<file path="src/rtl/csr_timer_intc.sv">
// Timer (TID/TCFG/TVAL/TICLR) and interrupt aggregation for the LoongArch CSR file.
// Optional feature macro CSR_HWI_EDGE_LATCH_EN: edge-latched hw_int with HWICLR at 0x45.
module csr_timer_intc #(
  parameter int unsigned TIMER_W     = 32,
  parameter int unsigned N_HWI       = 8,
  parameter int unsigned SYNC_STAGES = 2,
  parameter logic [31:0] CORE_ID     = 32'd0
) (
  input  logic             clk,
  input  logic             areset,
  input  logic             csr_we,
  input  logic [13:0]      csr_waddr,
  input  logic [31:0]      csr_wdata,
  input  logic [31:0]      csr_wmask,
  input  logic [13:0]      csr_raddr,
  output logic [31:0]      csr_rdata,
  input  logic [N_HWI-1:0] hw_int,
  input  logic             ipi_in,
  input  logic [1:0]       swi,
  input  logic [12:0]      ecfg_lie,
  input  logic             crmd_ie,
  output logic [12:0]      is_out,
  output logic             timer_int,
  output logic             int_req
);

  localparam logic [13:0] AddrTid   = 14'h040;
  localparam logic [13:0] AddrTcfg  = 14'h041;
  localparam logic [13:0] AddrTval  = 14'h042;
  localparam logic [13:0] AddrTiclr = 14'h044;
`ifdef CSR_HWI_EDGE_LATCH_EN
  localparam logic [13:0] AddrHwiclr = 14'h045;
`endif

  logic [31:0]                       tid_q, tid_d;
  logic [TIMER_W-1:0]                tcfg_q, tcfg_d, tval_q, tval_d, tcfg_wval;
  logic                              armed_q, armed_d, ti_q, ti_d, int_req_q, int_req_d;
  logic [SYNC_STAGES-1:0][N_HWI-1:0] hwi_sync_q;
  logic [SYNC_STAGES-1:0]            ipi_sync_q;
  logic [N_HWI-1:0]                  hwi_level, hwi_src;
  logic [7:0]                        hwi_vec;
  logic                              tcfg_we, ticlr, fire;

  assign tcfg_we   = csr_we && (csr_waddr == AddrTcfg);
  assign tcfg_wval = (tcfg_q & ~csr_wmask[TIMER_W-1:0])
                   | (csr_wdata[TIMER_W-1:0] & csr_wmask[TIMER_W-1:0]);
  assign ticlr     = csr_we && (csr_waddr == AddrTiclr) && csr_wdata[0] && csr_wmask[0];
  assign fire      = armed_q && (tval_q == '0);

  always_comb begin
    tid_d   = tid_q;
    tcfg_d  = tcfg_q;
    tval_d  = tval_q;
    armed_d = armed_q;
    if (csr_we && (csr_waddr == AddrTid)) begin
      tid_d = (tid_q & ~csr_wmask) | (csr_wdata & csr_wmask);
    end
    if (tcfg_we) begin
      tcfg_d = tcfg_wval;
      if (tcfg_wval[0]) begin
        tval_d  = {tcfg_wval[TIMER_W-1:2], 2'b00};
        armed_d = 1'b1;
      end else begin
        armed_d = 1'b0;
      end
    end else if (armed_q) begin
      if (tval_q != '0) begin
        tval_d = tval_q - TIMER_W'(1);
      end else if (tcfg_q[1]) begin
        tval_d = {tcfg_q[TIMER_W-1:2], 2'b00};
      end else begin
        // One-shot: park at all-ones so the timer cannot fire again
        tval_d  = '1;
        armed_d = 1'b0;
      end
    end
  end

  // A fire in the same cycle as a TICLR write wins
  assign ti_d = fire ? 1'b1 : (ticlr ? 1'b0 : ti_q);

  assign hwi_level = hwi_sync_q[SYNC_STAGES-1];

`ifdef CSR_HWI_EDGE_LATCH_EN
  logic [N_HWI-1:0] hwi_prev_q, hwi_pend_q, hwi_pend_d, hwi_clr;

  assign hwi_clr    = (csr_we && (csr_waddr == AddrHwiclr)) ?
                      (csr_wdata[N_HWI-1:0] & csr_wmask[N_HWI-1:0]) : '0;
  assign hwi_pend_d = (hwi_pend_q & ~hwi_clr) | (hwi_level & ~hwi_prev_q);

  always_ff @(posedge clk or posedge areset) begin
    if (areset) begin
      hwi_prev_q <= '0;
      hwi_pend_q <= '0;
    end else begin
      hwi_prev_q <= hwi_level;
      hwi_pend_q <= hwi_pend_d;
    end
  end

  assign hwi_src = hwi_pend_q;
`else
  assign hwi_src = hwi_level;
`endif

  always_comb begin
    hwi_vec              = '0;
    hwi_vec[N_HWI-1:0]   = hwi_src;
  end

  assign is_out    = {ipi_sync_q[SYNC_STAGES-1], ti_q, 1'b0, hwi_vec, swi};
  assign int_req_d = crmd_ie & (|(is_out & ecfg_lie));
  assign timer_int = ti_q;
  assign int_req   = int_req_q;

  always_comb begin
    csr_rdata = '0;
    case (csr_raddr)
      AddrTid:  csr_rdata = tid_q;
      AddrTcfg: csr_rdata = 32'(tcfg_q);
      AddrTval: csr_rdata = 32'(tval_q);
      default:  csr_rdata = '0;
    endcase
  end

  always_ff @(posedge clk or posedge areset) begin
    if (areset) begin
      tid_q      <= CORE_ID;
      tcfg_q     <= '0;
      tval_q     <= '0;
      armed_q    <= 1'b0;
      ti_q       <= 1'b0;
      int_req_q  <= 1'b0;
      hwi_sync_q <= '0;
      ipi_sync_q <= '0;
    end else begin
      tid_q      <= tid_d;
      tcfg_q     <= tcfg_d;
      tval_q     <= tval_d;
      armed_q    <= armed_d;
      ti_q       <= ti_d;
      int_req_q  <= int_req_d;
      hwi_sync_q <= {hwi_sync_q[SYNC_STAGES-2:0], hw_int};
      ipi_sync_q <= {ipi_sync_q[SYNC_STAGES-2:0], ipi_in};
    end
  end

endmodule

</file>
<file path="config.mk">
export PLATFORM = sky130hd
export DESIGN_NAME = csr_timer_intc
export DESIGN_NICKNAME = d
export VERILOG_FILES = /design/src/rtl/csr_timer_intc.sv
export SDC_FILE = /design/constraint.sdc
export NUM_CORES = 1
export LEC_CHECK = 0
export ABC_CLOCK_PERIOD_IN_PS = 5200
export BUFFER_PORTS_ARGS = -buffer_cell sky130_fd_sc_hd__buf_2
export CAP_MARGIN = 20
export CORE_ASPECT_RATIO = 0.7
export CORE_UTILIZATION = 50
export CTS_BUF_LIST = sky130_fd_sc_hd__clkbuf_4
export DETAILED_ROUTE_END_ITERATION = 6
export GPL_TIMING_DRIVEN = 0
export PLACE_DENSITY = 0.75
export SLEW_MARGIN = 20
export SYNTH_ARGS = -nofsm -noshare
export SYNTH_HDL_FRONTEND = slang
export SYNTH_SLANG_ARGS = --single-unit
</file>
<file path="constraint.sdc">
create_clock -name clk -period 5.2 [get_ports clk]
set_clock_uncertainty 0.05 [all_clocks]
set_input_delay 0.78 -clock clk [delete_from_list [all_inputs] [get_ports clk]]
set_output_delay 0.78 -clock clk [all_outputs]
set_load 0.01 [all_outputs]
</file>
==> Yosys cells after proc, flatten, opt, wreduce, memory -nomap -nowiden <==
Index checks and enable logic that the tools add are counted.
{ "op_classes": {"reduce_logical": 12, "div": 0, "n_addsub": 1, "mul": 0, "magnitude_cmp": 0, "shift": 0, "bitwise": 8, "eq_ne": 7, "n_mux": 13} }
{ "op_table": {"columns": ["op", "count"], "rows": [
  ["2-to-1 mux 32 bit", 5],
  ["bitwise AND 32 bit", 3],
  ["one-hot mux 32 bit (3 select lines)", 1],
  ["equality test 14 x 7 -> 1 bit (second input constant)", 6],
  ["OR 32 bit", 2],
  ["zero test 32 bit", 1],
  ["inverter 32 bit", 1],
  ["nonzero test 32 bit", 1],
  ["subtractor 32 x 1 -> 32 bit (second input constant)", 1],
  ["bitwise AND 13 bit", 1],
  ["OR reduction 13 bit", 1],
  ["2-to-1 mux 1 bit", 7],
  ["logical AND 1 bit", 6],
  ["nonzero test 2 bit", 2],
  ["inequality test 2 bit (second input constant)", 1],
  ["AND reduction 2 bit", 1],
  ["bitwise AND 1 bit", 1]
]} }
{ "totals": {"latchBits": 0, "out_inout_bits": 47, "elab_cells": 50, "ramBits": 0, "memories": 0, "input_bits": 120, "rom_bits": 0, "register_bits": 117} }

==> Logic depth before layout (Yosys ltp) <==
Gate-level depths: netlist (run 1).
{ "depth": {"depth_word": 6, "depth_mapped": 9, "ltp_nobuf": 8} }

==> Least setup slack after synthesis (run 1) <==
No wires, ideal clock.
{ "synth_path": {"path_type": "input-to-reg", "from": "input csr_waddr[8]", "to": "register tval_q[25]", "required_ns": 5.068, "slack_ns": 2.376, "cell_stages": 7, "setup_time_ns": 0.082, "path_buffers": 1, "arrival_ns": 2.692, "path_cell_list": "nor4_1 > nand3_1 > or4b_1 > a21boi_1 > clkbuf_1 > a21oi_1 > a31oi_1"} }
{ "synth_between": {"elab_chain_cells": 4, "word_cells_on_any_way": 6, "cone_classes": "eq/ne (2); mux (1); reduce/logical (3)"} }
{ "synth_rtl": {"columns": ["item", "line_no", "text"], "rows": [
  ["start, declared", "12", "input logic [13:0] csr_waddr,"],
  ["equality test 14 x 7 -> 1 bit *", "44", "assign tcfg_we = csr_we && (csr_waddr == AddrTcfg);"],
  ["logical AND 1 bit *", "44", null],
  ["inequality test 2 bit (no source line) or nonzero test 2 bit (tied branches)", null, null],
  ["AND reduction 2 bit (no source line)", null, null],
  ["end signal, assigned", "139", "tval_q <= tval_d;"],
  ["end, declared", "36", "logic [TIMER_W-1:0] tcfg_q, tcfg_d, tval_q, tval_d, tcfg_wval;"]
]} }
Every way passes the cells marked *; elsewhere a longest branch is shown, timed or not.
A chain may end at the register's enable or synchronous reset.

==> Worst setup path after layout (run 1) <==
{ "layout_path": {"from": "input csr_raddr[0]", "to": "output csr_rdata[0]"} }
{ "layout_between": {"elab_chain_cells": 2, "word_cells_on_any_way": 4, "cone_classes": "eq/ne (3); mux (1)"} }
{ "layout_rtl": {"columns": ["item", "line_no", "text"], "rows": [
  ["start, declared", "15", "input logic [13:0] csr_raddr,"],
  ["equality test 14 x 7 -> 1 bit", "118", "case (csr_raddr)"],
  ["one-hot mux 32 bit (3 select lines) *", "118", null],
  ["end, declared", "16", "output logic [31:0] csr_rdata,"]
]} }
Marked as above.

==> metrics.sh, run 1 <==
RESULT_OF_THE_RUN='finished clean'
FINAL_PERIOD_MINUS_WORST_SETUP_SLACK_PS=3460
PLACEMENTROWS=36
WORST_SETUP_PATH_START_KIND='input pin'
LARGEST_NET_DEGREE_AT_THE_START_OF_GLOBAL_ROUTING=73
TRITONCTS='built'
MAX_IR_DROP_VDD_uV=117
NETLIST_TOP_CELLS_AREA='sky130_fd_sc_hd__dfrtp_1, sky130_fd_sc_hd__mux2_2, sky130_fd_sc_hd__mux2i_1, sky130_fd_sc_hd__nor2_1, sky130_fd_sc_hd__nand2_1'
FINAL_ROUTED_DRC_VIOLATION_TOTAL=0
WORST_SLEW_PIN_SLEW_PS=1050
HOLD_CLASS='input pin to asynchronous set/reset pin'
ANT_NETS=0
CTS.REPAIR.RESIZED=0
ASYNCSETRESETFLOPFRACSYNTH_PCT=100
CRITPATHTOPFAMILY='buffers and inverters'
NUM_PORTS=167
POSTLAYOUTCOREUTIL_PCT=61.2
NUMBER_OF_SETUP_BUFFERS_ADDED_AFTER_CTS=0
CRIT_ARRIVAL_PS=2630
CLOCK.FMAX_GHz=0.289
CLK-INSERTION-DELAY-LATE_PS=550
FINAL-MAX-SLEW-VIOLATION-COUNT=0
CRITICAL-PATH-MAX-STAGE-DELAY_PS=810
SYNTHESIS.AREA_PER_INSTANCE_UM2=9.21
CRITPATHKIND='input pin to output port'
DPL.CELL_COUNT=1124
FINALHOLDVIOLATIONS=0
PLACEABLECOREAREA_UM2=13900
SYN-INSTANCE-COUNT=771
MAX_CAP_VIOLATIONS=0
MAPPEDNETLISTAREA_UM2=7100
AREA_GROWTH_FROM_SYNTHESIS_TO_FINAL_LAYOUT_PCT=19.5
CRIT_FANOUT=10
POST_SYNTH_MOST_FREQUENT_CELLS='sky130_fd_sc_hd__dfrtp_1, sky130_fd_sc_hd__nor2_1, sky130_fd_sc_hd__nand2_1, sky130_fd_sc_hd__mux2_2, sky130_fd_sc_hd__a21oi_1'
YOSYS_MOST_USED_DFF='sky130_fd_sc_hd__dfrtp_1'
DR.FIRST_ITER.DRC_COUNT=706
SYNTH.LIB_CELLS_USED.DISTINCT=64
DIE_AREA_UM2=14700
SYNTH_FP_NETS=893
ROUTE.DETAILED.VIAS_PER_INST=5.90
POST-SYNTH-TOP-AREA-CELL='sky130_fd_sc_hd__dfrtp_1'
CRITPATHREQUIREDTIME_PS=4370
GP_CONGESTION=1.00
DIE_H_UM=102
CTS.ROOT.BUFFER_CELL='sky130_fd_sc_hd__clkbuf_4'
CTS_HOLD_BUFFERS=0
RSZ0062_AT_GRT='no'
TIMING.SLEW.HEADROOM_PCT=29.4
DIEWIDTH_UM=144
DRT-TOTAL-WL_MM=22.3
INITIAL_UTILIZATION_PCT=51.2
TIMING.CRITICAL_PATH.TO_TYPE='output port'
CLOCK-SINKS=117
WORSTPATHBUFFERINVERTERCOUNT=3
NUMBER_OF_GLOBAL_ROUTE_VIAS_BEFORE_REPAIR=6229
MAXIMUM_CLOCK_INSERTION_BUFFER_COUNT=2
CRIT_CHAIN='clkbuf_1 -> clkbuf_1 -> mux2i_1 -> nor2_1 -> a21oi_1 -> nor2_1 -> buf_2'
FIN_SETUP_TNS_PS=0
YS_SEQ_AREA_SHARE_PCT=41.2
GRT_PASS1_WL_MM=34.1
GRT_OVERFLOW_TOTAL=0
PORTBUFFERS=162
SYNTHESIS_WARNING_TOTAL=0
YOSYS_REGISTER_BITS=117
ANTENNA_CELLS_INSERTED=0
DRT-WIRELENGTH-PER-CELL_UM=19.3
SYNTH_MOST_COMMON_CELL='sky130_fd_sc_hd__dfrtp_1'
DR_TOTAL_VIAS=6821
POWER_PER_CELL_AREA_nW_PER_UM2=237
DRT-PASS1-ITER-COUNT=5
DRIVE_ABOVE_1_SHARE_PCT=31.6
CTS.CLK_SLEW.WORST_PATHS_PS=110
DP_HPWL_MM=16.4
INITIAL_ANTENNA_VIOLATION_COUNT=0
NUMNETS_FINAL=1075
GRT_UTIL_ALL_LAYERS_PCT=31.5
FINAL-SETUP-VIOL-COUNT=0
SYNTHDOMINANTCELLAREASHARE_PCT=41.2
CTS-HTREE-LEVELS=4
NUMCTSBUFFERS=17
SYNTH_ENABLE_FLOP_CELLS=0
STATIC_LEAKAGE_uW=0.00390
SLOWEST_STAGE='sky130_fd_sc_hd__clkbuf_1'
FINALNONFILLERCELLS=1156
LAYOUT_WORST_PATH_CYCLE_SHARE_PCT=66.5
[worst paths after layout]
path                               start                         end  slack, ps  cells after the start
setup reg to reg               tval_q[4]                  tval_q[23]       1750                      9
hold reg to reg            hwi_sync_q[7]                hwi_level[7]        310                      0
hold / removal                    areset  asynchronous set/reset pin        200                      2
setup / recovery            csr_raddr[0]                csr_rdata[0]       1740                      7
min in group clk               hw_int[6]               hwi_sync_q[6]        290                      1
max in group asynchronous         areset                   tval_q[3]       4170                      3
[logic make-up (layout without fill, tap and decap cells)]
kind of cell               count (synthesis)  count (layout)  share of synthesized area, %
DFF                                      117             117                          41.2
xor gates and xnor gates                  14              14                          1.73
AOI/OAI and AO/OA                        144             144                          12.8
muxes                                    127             127                          19.3
buffers and inverters                     73             268                          4.95
other                                      1               1                        0.0528
and+or+nand+nor                          293             293                          19.6
adders and majority gates                  2               2                         0.352
[metal layers]
| metal | wire [um] | global-route usage (%) |
|---|---|---|
| met5 | 0 | 0 |
| met4 | 500 | 10.4 |
| met3 | 2440 | 7.61 |
| met2 | 9170 | 44.9 |
| met1 | 10200 | 46.6 |
[cell usage in the layout (no fill, tap or decap), types with 3 or more instances in the layout]
cell type,Yosys,routed
sky130_fd_sc_hd__buf_2,5,167
sky130_fd_sc_hd__dfrtp_1,117,117
sky130_fd_sc_hd__nor2_1,104,104
sky130_fd_sc_hd__nand2_1,95,95
sky130_fd_sc_hd__mux2_2,77,77
sky130_fd_sc_hd__a21oi_1,61,61
sky130_fd_sc_hd__mux2i_1,50,50
sky130_fd_sc_hd__clkbuf_1,41,41
sky130_fd_sc_hd__clkbuf_4,0,19
sky130_fd_sc_hd__o31ai_1,17,17
sky130_fd_sc_hd__nor3_1,16,16
sky130_fd_sc_hd__nand3_1,16,16
sky130_fd_sc_hd__o22ai_1,15,15
sky130_fd_sc_hd__nor4_1,14,14
sky130_fd_sc_hd__xnor2_1,13,13
sky130_fd_sc_hd__buf_4,13,13
sky130_fd_sc_hd__o21ai_0,9,9
sky130_fd_sc_hd__inv_1,9,8
sky130_fd_sc_hd__a31oi_1,7,7
sky130_fd_sc_hd__clkinv_1,1,5
sky130_fd_sc_hd__or3_1,5,5
sky130_fd_sc_hd__or4_1,5,5
sky130_fd_sc_hd__nand4_1,5,5
sky130_fd_sc_hd__o211ai_1,5,5
sky130_fd_sc_hd__o221ai_1,5,5
sky130_fd_sc_hd__nor4b_1,4,4
sky130_fd_sc_hd__bufinv_16,0,4
sky130_fd_sc_hd__clkinv_2,0,4
sky130_fd_sc_hd__buf_6,3,3
sky130_fd_sc_hd__or4_4,3,3
sky130_fd_sc_hd__or3b_2,3,3
sky130_fd_sc_hd__nor2b_1,3,3
sky130_fd_sc_hd__o21a_1,3,3
sky130_fd_sc_hd__a22o_1,3,3
sky130_fd_sc_hd__a221oi_1,3,3
[through the flow]
| step | hold slack [ps] | cell area [um^2] | power [uW] | worst slack [ps] |
|---|---|---|---|---|
| floorplan | 281 | 7100 | 1150 | 1270 |
| global placement | 281 | 8150 | 1270 | -196 |
| detailed placement | 285 | 8180 | 1270 | 1390 |
| CTS | 202 | 8480 | 2000 | 1790 |
| global route | 204 | 8480 | 2090 | 1650 |
| finish | 204 | 8480 | 2010 | 1740 |
[cell type report]
class / count / area, um^2
fillers: 1261 / 5390
well taps: 190 / 238
multi-input cells: 581 / 3820
clock inverters: 13 / 163
plain buffers: 63 / 314
clock buffers: 19 / 143
repair buffers: 163 / 838
flip-flops and latches: 117 / 2930
inverters: 10 / 42.5
[power by group]
part | leakage (uW) | switching, uW | internal [uW] | total (uW)
registers | 0.00150 | 34.3 | 942 | 977
clock network | 0.000166 | 363 | 382 | 745
logic | 0.00223 | 165 | 121 | 286
Note: power is estimated with default switching activity, not from simulation.
==> run 2, diff against run 1 <==
--- a/config.mk
+++ b/config.mk
@@ -5,7 +5,8 @@
 export SDC_FILE = /design/constraint.sdc
 export NUM_CORES = 1
 export LEC_CHECK = 0
-export ABC_CLOCK_PERIOD_IN_PS = 5200
+export ABC_AREA = 1
+export ABC_CLOCK_PERIOD_IN_PS = 2800
 export BUFFER_PORTS_ARGS = -buffer_cell sky130_fd_sc_hd__buf_2
 export CAP_MARGIN = 20
 export CORE_ASPECT_RATIO = 0.7
@@ -13,7 +14,7 @@
 export CTS_BUF_LIST = sky130_fd_sc_hd__clkbuf_4
 export DETAILED_ROUTE_END_ITERATION = 6
 export GPL_TIMING_DRIVEN = 0
-export PLACE_DENSITY = 0.75
+export PLACE_DENSITY = 0.78
 export SLEW_MARGIN = 20
 export SYNTH_ARGS = -nofsm -noshare
 export SYNTH_HDL_FRONTEND = slang
==> constraint.sdc (replaced) <==
create_clock -name clk -period 2.8 [get_ports clk]
set_clock_uncertainty 0.05 [all_clocks]
set_input_delay 0.42 -clock clk [delete_from_list [all_inputs] [get_ports clk]]
set_output_delay 0.42 -clock clk [all_outputs]
set_load 0.01 [all_outputs]
==> run 2 against run 1 <==
- hold slack got worse by 180 ps
- die area increased by 3.8%
- register-to-register slack got worse by 1300 ps
- power increased by 140%
- final cell count increased by 32%
- non-clock buffer count increased by 4
- first-iteration DRC count increased by 18%
- sequential share of layout area decreased by 1.9 points
- global-route usage increased by 1.9 points
- clock-buffer cell count decreased by 1
- critical endpoint is now csr_rdata[12]
- largest power group unchanged
==> metrics.sh, run 2 <==
LAYOUT_WORST_PATH_CYCLE_SHARE_PCT=95.1
YOSYS_MOST_USED_DFF='sky130_fd_sc_hd__dfrtp_1'  # unchanged
DR_TOTAL_VIAS=8093  # was 6,821
DIEWIDTH_UM=147  # was 144 um
ROUTE.DETAILED.VIAS_PER_INST=5.31  # was 5.90
DRT-PASS1-ITER-COUNT=6  # was 5
ANT_NETS=0  # unchanged
WORSTPATHBUFFERINVERTERCOUNT=3  # unchanged
AREA_GROWTH_FROM_SYNTHESIS_TO_FINAL_LAYOUT_PCT=21.9  # was 19.5%
RSZ0062_AT_GRT='no'  # unchanged
DRT-WIRELENGTH-PER-CELL_UM=16.1  # was 19.3 um
MAIN_COMBINATIONAL_CELL_FAMILY_BY_AREA_AFTER_SYNTHESIS='simple AND/OR/NAND/NOR gates'  # unchanged
PLACEABLECOREAREA_UM2=14100  # was 13,900 um^2
PORTBUFFERS=164  # was 162
LAYOUT.CELLS.MOST_COMMON_LIST='sky130_fd_sc_hd__nand2_1, sky130_fd_sc_hd__buf_2, sky130_fd_sc_hd__nor2_1'  # was sky130_fd_sc_hd__buf_2, sky130_fd_sc_hd__dfrtp_1, sky130_fd_sc_hd__nor2_1
HOLD_CLASS='input pin to flip-flop'  # was input pin to asynchronous set/reset pin
TIMING.CRITICAL_PATH.TO_TYPE='output port'  # unchanged
CRITICAL-PATH-MAX-STAGE-DELAY_PS=390  # was 810 ps
NETLIST_TOP_CELLS_AREA='sky130_fd_sc_hd__dfrtp_1, sky130_fd_sc_hd__nand2_1, sky130_fd_sc_hd__nor2_1, sky130_fd_sc_hd__inv_1, sky130_fd_sc_hd__nand3_1'  # was sky130_fd_sc_hd__dfrtp_1, sky130_fd_sc_hd__mux2_2, sky130_fd_sc_hd__mux2i_1, sky130_fd_sc_hd__nor2_1, sky130_fd_sc_hd__nand2_1
MAPPEDNETLISTAREA_UM2=7370  # was 7100 um^2
FINAL_COMMON_CELL='sky130_fd_sc_hd__nand2_1'  # was sky130_fd_sc_hd__buf_2
DRT-TOTAL-WL_MM=24.4  # was 22.3 mm
FINAL_ROUTED_DRC_VIOLATION_TOTAL=0  # unchanged
MAX_CAP_VIOLATIONS=0  # unchanged
DIE_AREA_UM2=15200  # was 14,700 um^2
FINAL-MAX-SLEW-VIOLATION-COUNT=0  # unchanged
CLOCK.FMAX_GHz=0.376
MAX_IR_DROP_VDD_uV=249  # was 117 uV
WORST_SLEW_PIN_SLEW_PS=798  # was 1050 ps
GP_CONGESTION=1.01  # was 1.00
SYNTHDOMINANTCELLAREASHARE_PCT=39.7  # was 41.2%
LARGEST_NET_DEGREE_AT_THE_START_OF_GLOBAL_ROUTING=32  # was 73
CTS-HTREE-LEVELS=4  # unchanged
CTS.ROOT.BUFFER_CELL='sky130_fd_sc_hd__clkbuf_4'  # unchanged
PLACEMENTROWS=36  # unchanged
STATIC_LEAKAGE_uW=0.00509  # was 0.00390 uW
NUM_PORTS=167  # unchanged
YS_SEQ_AREA_SHARE_PCT=39.7  # was 41.2%
SYNTHSIMPLEGATEAREAFRAC_PCT=36.6  # was 19.6%
FINALPOWER_uW=4860  # was 2010 uW
SYNTH_MOST_COMMON_CELL='sky130_fd_sc_hd__nand2_1'  # was sky130_fd_sc_hd__dfrtp_1
NUMBER_OF_GLOBAL_ROUTE_VIAS_BEFORE_REPAIR=7601  # was 6,229
FINALHOLDVIOLATIONS=0  # unchanged
RESULT_OF_THE_RUN='finished clean'  # unchanged
INITIAL_UTILIZATION_PCT=52.1  # was 51.2%
CLOCK-SINKS=117  # unchanged
TIMING.SLEW.HEADROOM_PCT=46.4  # was 29.4%
GRT_PASS1_WL_MM=39.4  # was 34.1 mm
CRITPATHTOPFAMILY='simple AND/OR/NAND/NOR gates'  # was buffers and inverters
SYNTHESIS_WARNING_TOTAL=0  # unchanged
SYNTH.LIB_CELLS_USED.DISTINCT=33  # was 64
CTS.CLK_SLEW.WORST_PATHS_PS=110  # about the same
SYNTH-ADDER-AREA-SHARE_PCT=0.340  # was 0.353%
CRIT_ARRIVAL_PS=2190  # was 2630 ps
FINAL_PERIOD_MINUS_WORST_SETUP_SLACK_PS=2660
SYNTH-COMPOUND-AREA-SHARE_PCT=12.6  # was 12.8%
SYNTH_XOR_AREA_SHARE_PCT=0.238  # was 1.73%
CRIT_FANOUT=10  # unchanged
NUMNETS_FINAL=1441  # was 1,075
WORST_SETUP_PATH_START_KIND='input pin'  # unchanged
CRIT_CHAIN='buf_2 -> or2_1 -> nor3_4 -> nand3_1 -> clkbuf_1 -> o211ai_1 -> buf_2'  # was clkbuf_1 -> clkbuf_1 -> mux2i_1 -> nor2_1 -> a21oi_1 -> nor2_1 -> buf_2
FINAL-SETUP-VIOL-COUNT=0  # unchanged
CRITPATHKIND='input pin to output port'  # unchanged
CRITPATHREQUIREDTIME_PS=2330  # was 4370 ps
SYNTHESIS.AREA_PER_INSTANCE_UM2=6.57  # was 9.21 um^2
YOSYS_REGISTER_BITS=117  # unchanged
DRIVE_ABOVE_1_SHARE_PCT=19.2  # was 31.6%
DIE_H_UM=104  # was 102 um
GRT_UTIL_ALL_LAYERS_PCT=33.4  # was 31.5%
POST_SYNTH_MOST_FREQUENT_CELLS='sky130_fd_sc_hd__nand2_1, sky130_fd_sc_hd__nor2_1, sky130_fd_sc_hd__inv_1, sky130_fd_sc_hd__dfrtp_1, sky130_fd_sc_hd__nand3_1'  # was sky130_fd_sc_hd__dfrtp_1, sky130_fd_sc_hd__nor2_1, sky130_fd_sc_hd__nand2_1, sky130_fd_sc_hd__mux2_2, sky130_fd_sc_hd__a21oi_1
POST-SYNTH-TOP-AREA-CELL='sky130_fd_sc_hd__dfrtp_1'  # unchanged
TRITONCTS='built'  # unchanged
SYNTH_FP_NETS=1244  # was 893
FIN_SETUP_TNS_PS=0  # unchanged
GRT_OVERFLOW_TOTAL=0  # unchanged
DR.FIRST_ITER.DRC_COUNT=830  # was 706
SLOWEST_STAGE='sky130_fd_sc_hd__clkbuf_1'  # unchanged
CLK-INSERTION-DELAY-LATE_PS=550  # about the same
SYNTH_ENABLE_FLOP_CELLS=0  # unchanged
CP_COMMON_CELL='sky130_fd_sc_hd__buf_2'
ASYNCSETRESETFLOPFRACSYNTH_PCT=100  # unchanged
DP_HPWL_MM=18.3  # was 16.4 mm
MAXIMUM_CLOCK_INSERTION_BUFFER_COUNT=2  # unchanged
POWER_PER_CELL_AREA_nW_PER_UM2=541  # was 237 nW/um^2
INITIAL_ANTENNA_VIOLATION_COUNT=0  # unchanged
NUMCTSBUFFERS=17  # unchanged
SYN-INSTANCE-COUNT=1122  # was 771
POST_SYNTH_MUX_AREA_SHARE_PCT=0  # was 19.3%
==> run 2: changes by cell type after synthesis, moves of 25 or more <==
cell	previous run	this run
sky130_fd_sc_hd__o21ai_0	9	71
sky130_fd_sc_hd__nand3_1	16	84
sky130_fd_sc_hd__inv_1	9	120
sky130_fd_sc_hd__nor2_1	104	146
sky130_fd_sc_hd__nand2_1	95	388
sky130_fd_sc_hd__mux2_2	77	0
sky130_fd_sc_hd__mux2i_1	50	0
sky130_fd_sc_hd__clkbuf_1	41	14
sky130_fd_sc_hd__o211ai_1	5	30
==> run 2: routing by layer <==
| layer | track usage, % | up-vias | wire, um |
|---|---|---|---|
| met5 | 0 | - | 0 |
| met4 | 9.35 | 0 | 500 |
| met3 | 9.87 | 40 | 2720 |
| met2 | 50.2 | 423 | 10400 |
| met1 | 46.6 | 3667 | 10800 |
| li1 | - | 3963 | - |
==> run 2: cells by family after synthesis <==
| group | count (synthesis) |
|---|---|
| simple gates | 658 |
| buf+inv | 173 |
| compound gates | 169 |
| flops | 117 |
| xor+xnor | 2 |
| fa+ha+maj | 2 |
| other cells | 1 |
==> run 2: layout make-up <==
type	count	area, um^2
tap	190	238
inverter	121	458
multi-input combinational	832	3680
fill	1355	5160
sequential	117	2930
timing repair buffer	178	1000
clock inverter	14	233
antenna	1	2.50
buffer	52	310
clock buffer	18	135
==> run 2: power by group <==
part / switching [uW] / total [uW] / internal, uW
combinational: 988 / 1490 / 498
sequential: 33.0 / 1750 / 1720
clock: 727 / 1620 / 891
total: 1750 / 4860 / 3110
==> run 2: tightest hold or removal path: cells and delay by family <==
family,cells,cell delay (ps)
compound gates,1,50
buf+inv,2,130
==> run 2: timing repair <==
| item | 4_1_cts | 5_1_grt |
|---|---|---|
| endpoints found under the setup margin | 0 | 1 |
| hold buffers | 10 | 0 |
| hold endpoints to repair | 22 | 0 |
| resized for setup | 0 | 3 |
| setup buffers | 0 | 0 |
==> run 2: final timing paths <==
kind	cells after the start	startpoint	slack (ps)	to
max reg2reg	9	tval_q[0]	500	tval_q[18]
max	7	csr_raddr[5]	140	csr_rdata[12]
min	3	crmd_ie	30	int_req
min reg2reg	0	hwi_sync_q[1]	300	hwi_level[1]
min in group asynchronous	3	areset	350	armed_q
max in group asynchronous	5	areset	1660	tval_q[11]
==> run 2: per-stage QoR <==
step	hold slack [ps]	instance area, um^2	instances	setup WS (ps)	util [%]
2_1_floorplan	281	7370	1122	731	-
3_3_place_gp	281	8430	1476	33.2	59.6
3_5_place_dp	286	8510	1480	159	60.2
4_1_cts	11.9	8980	1522	138	63.5
5_1_grt	38.8	8980	1522	96.1	63.5
6_report	26.5	8980	1523	138	63.5
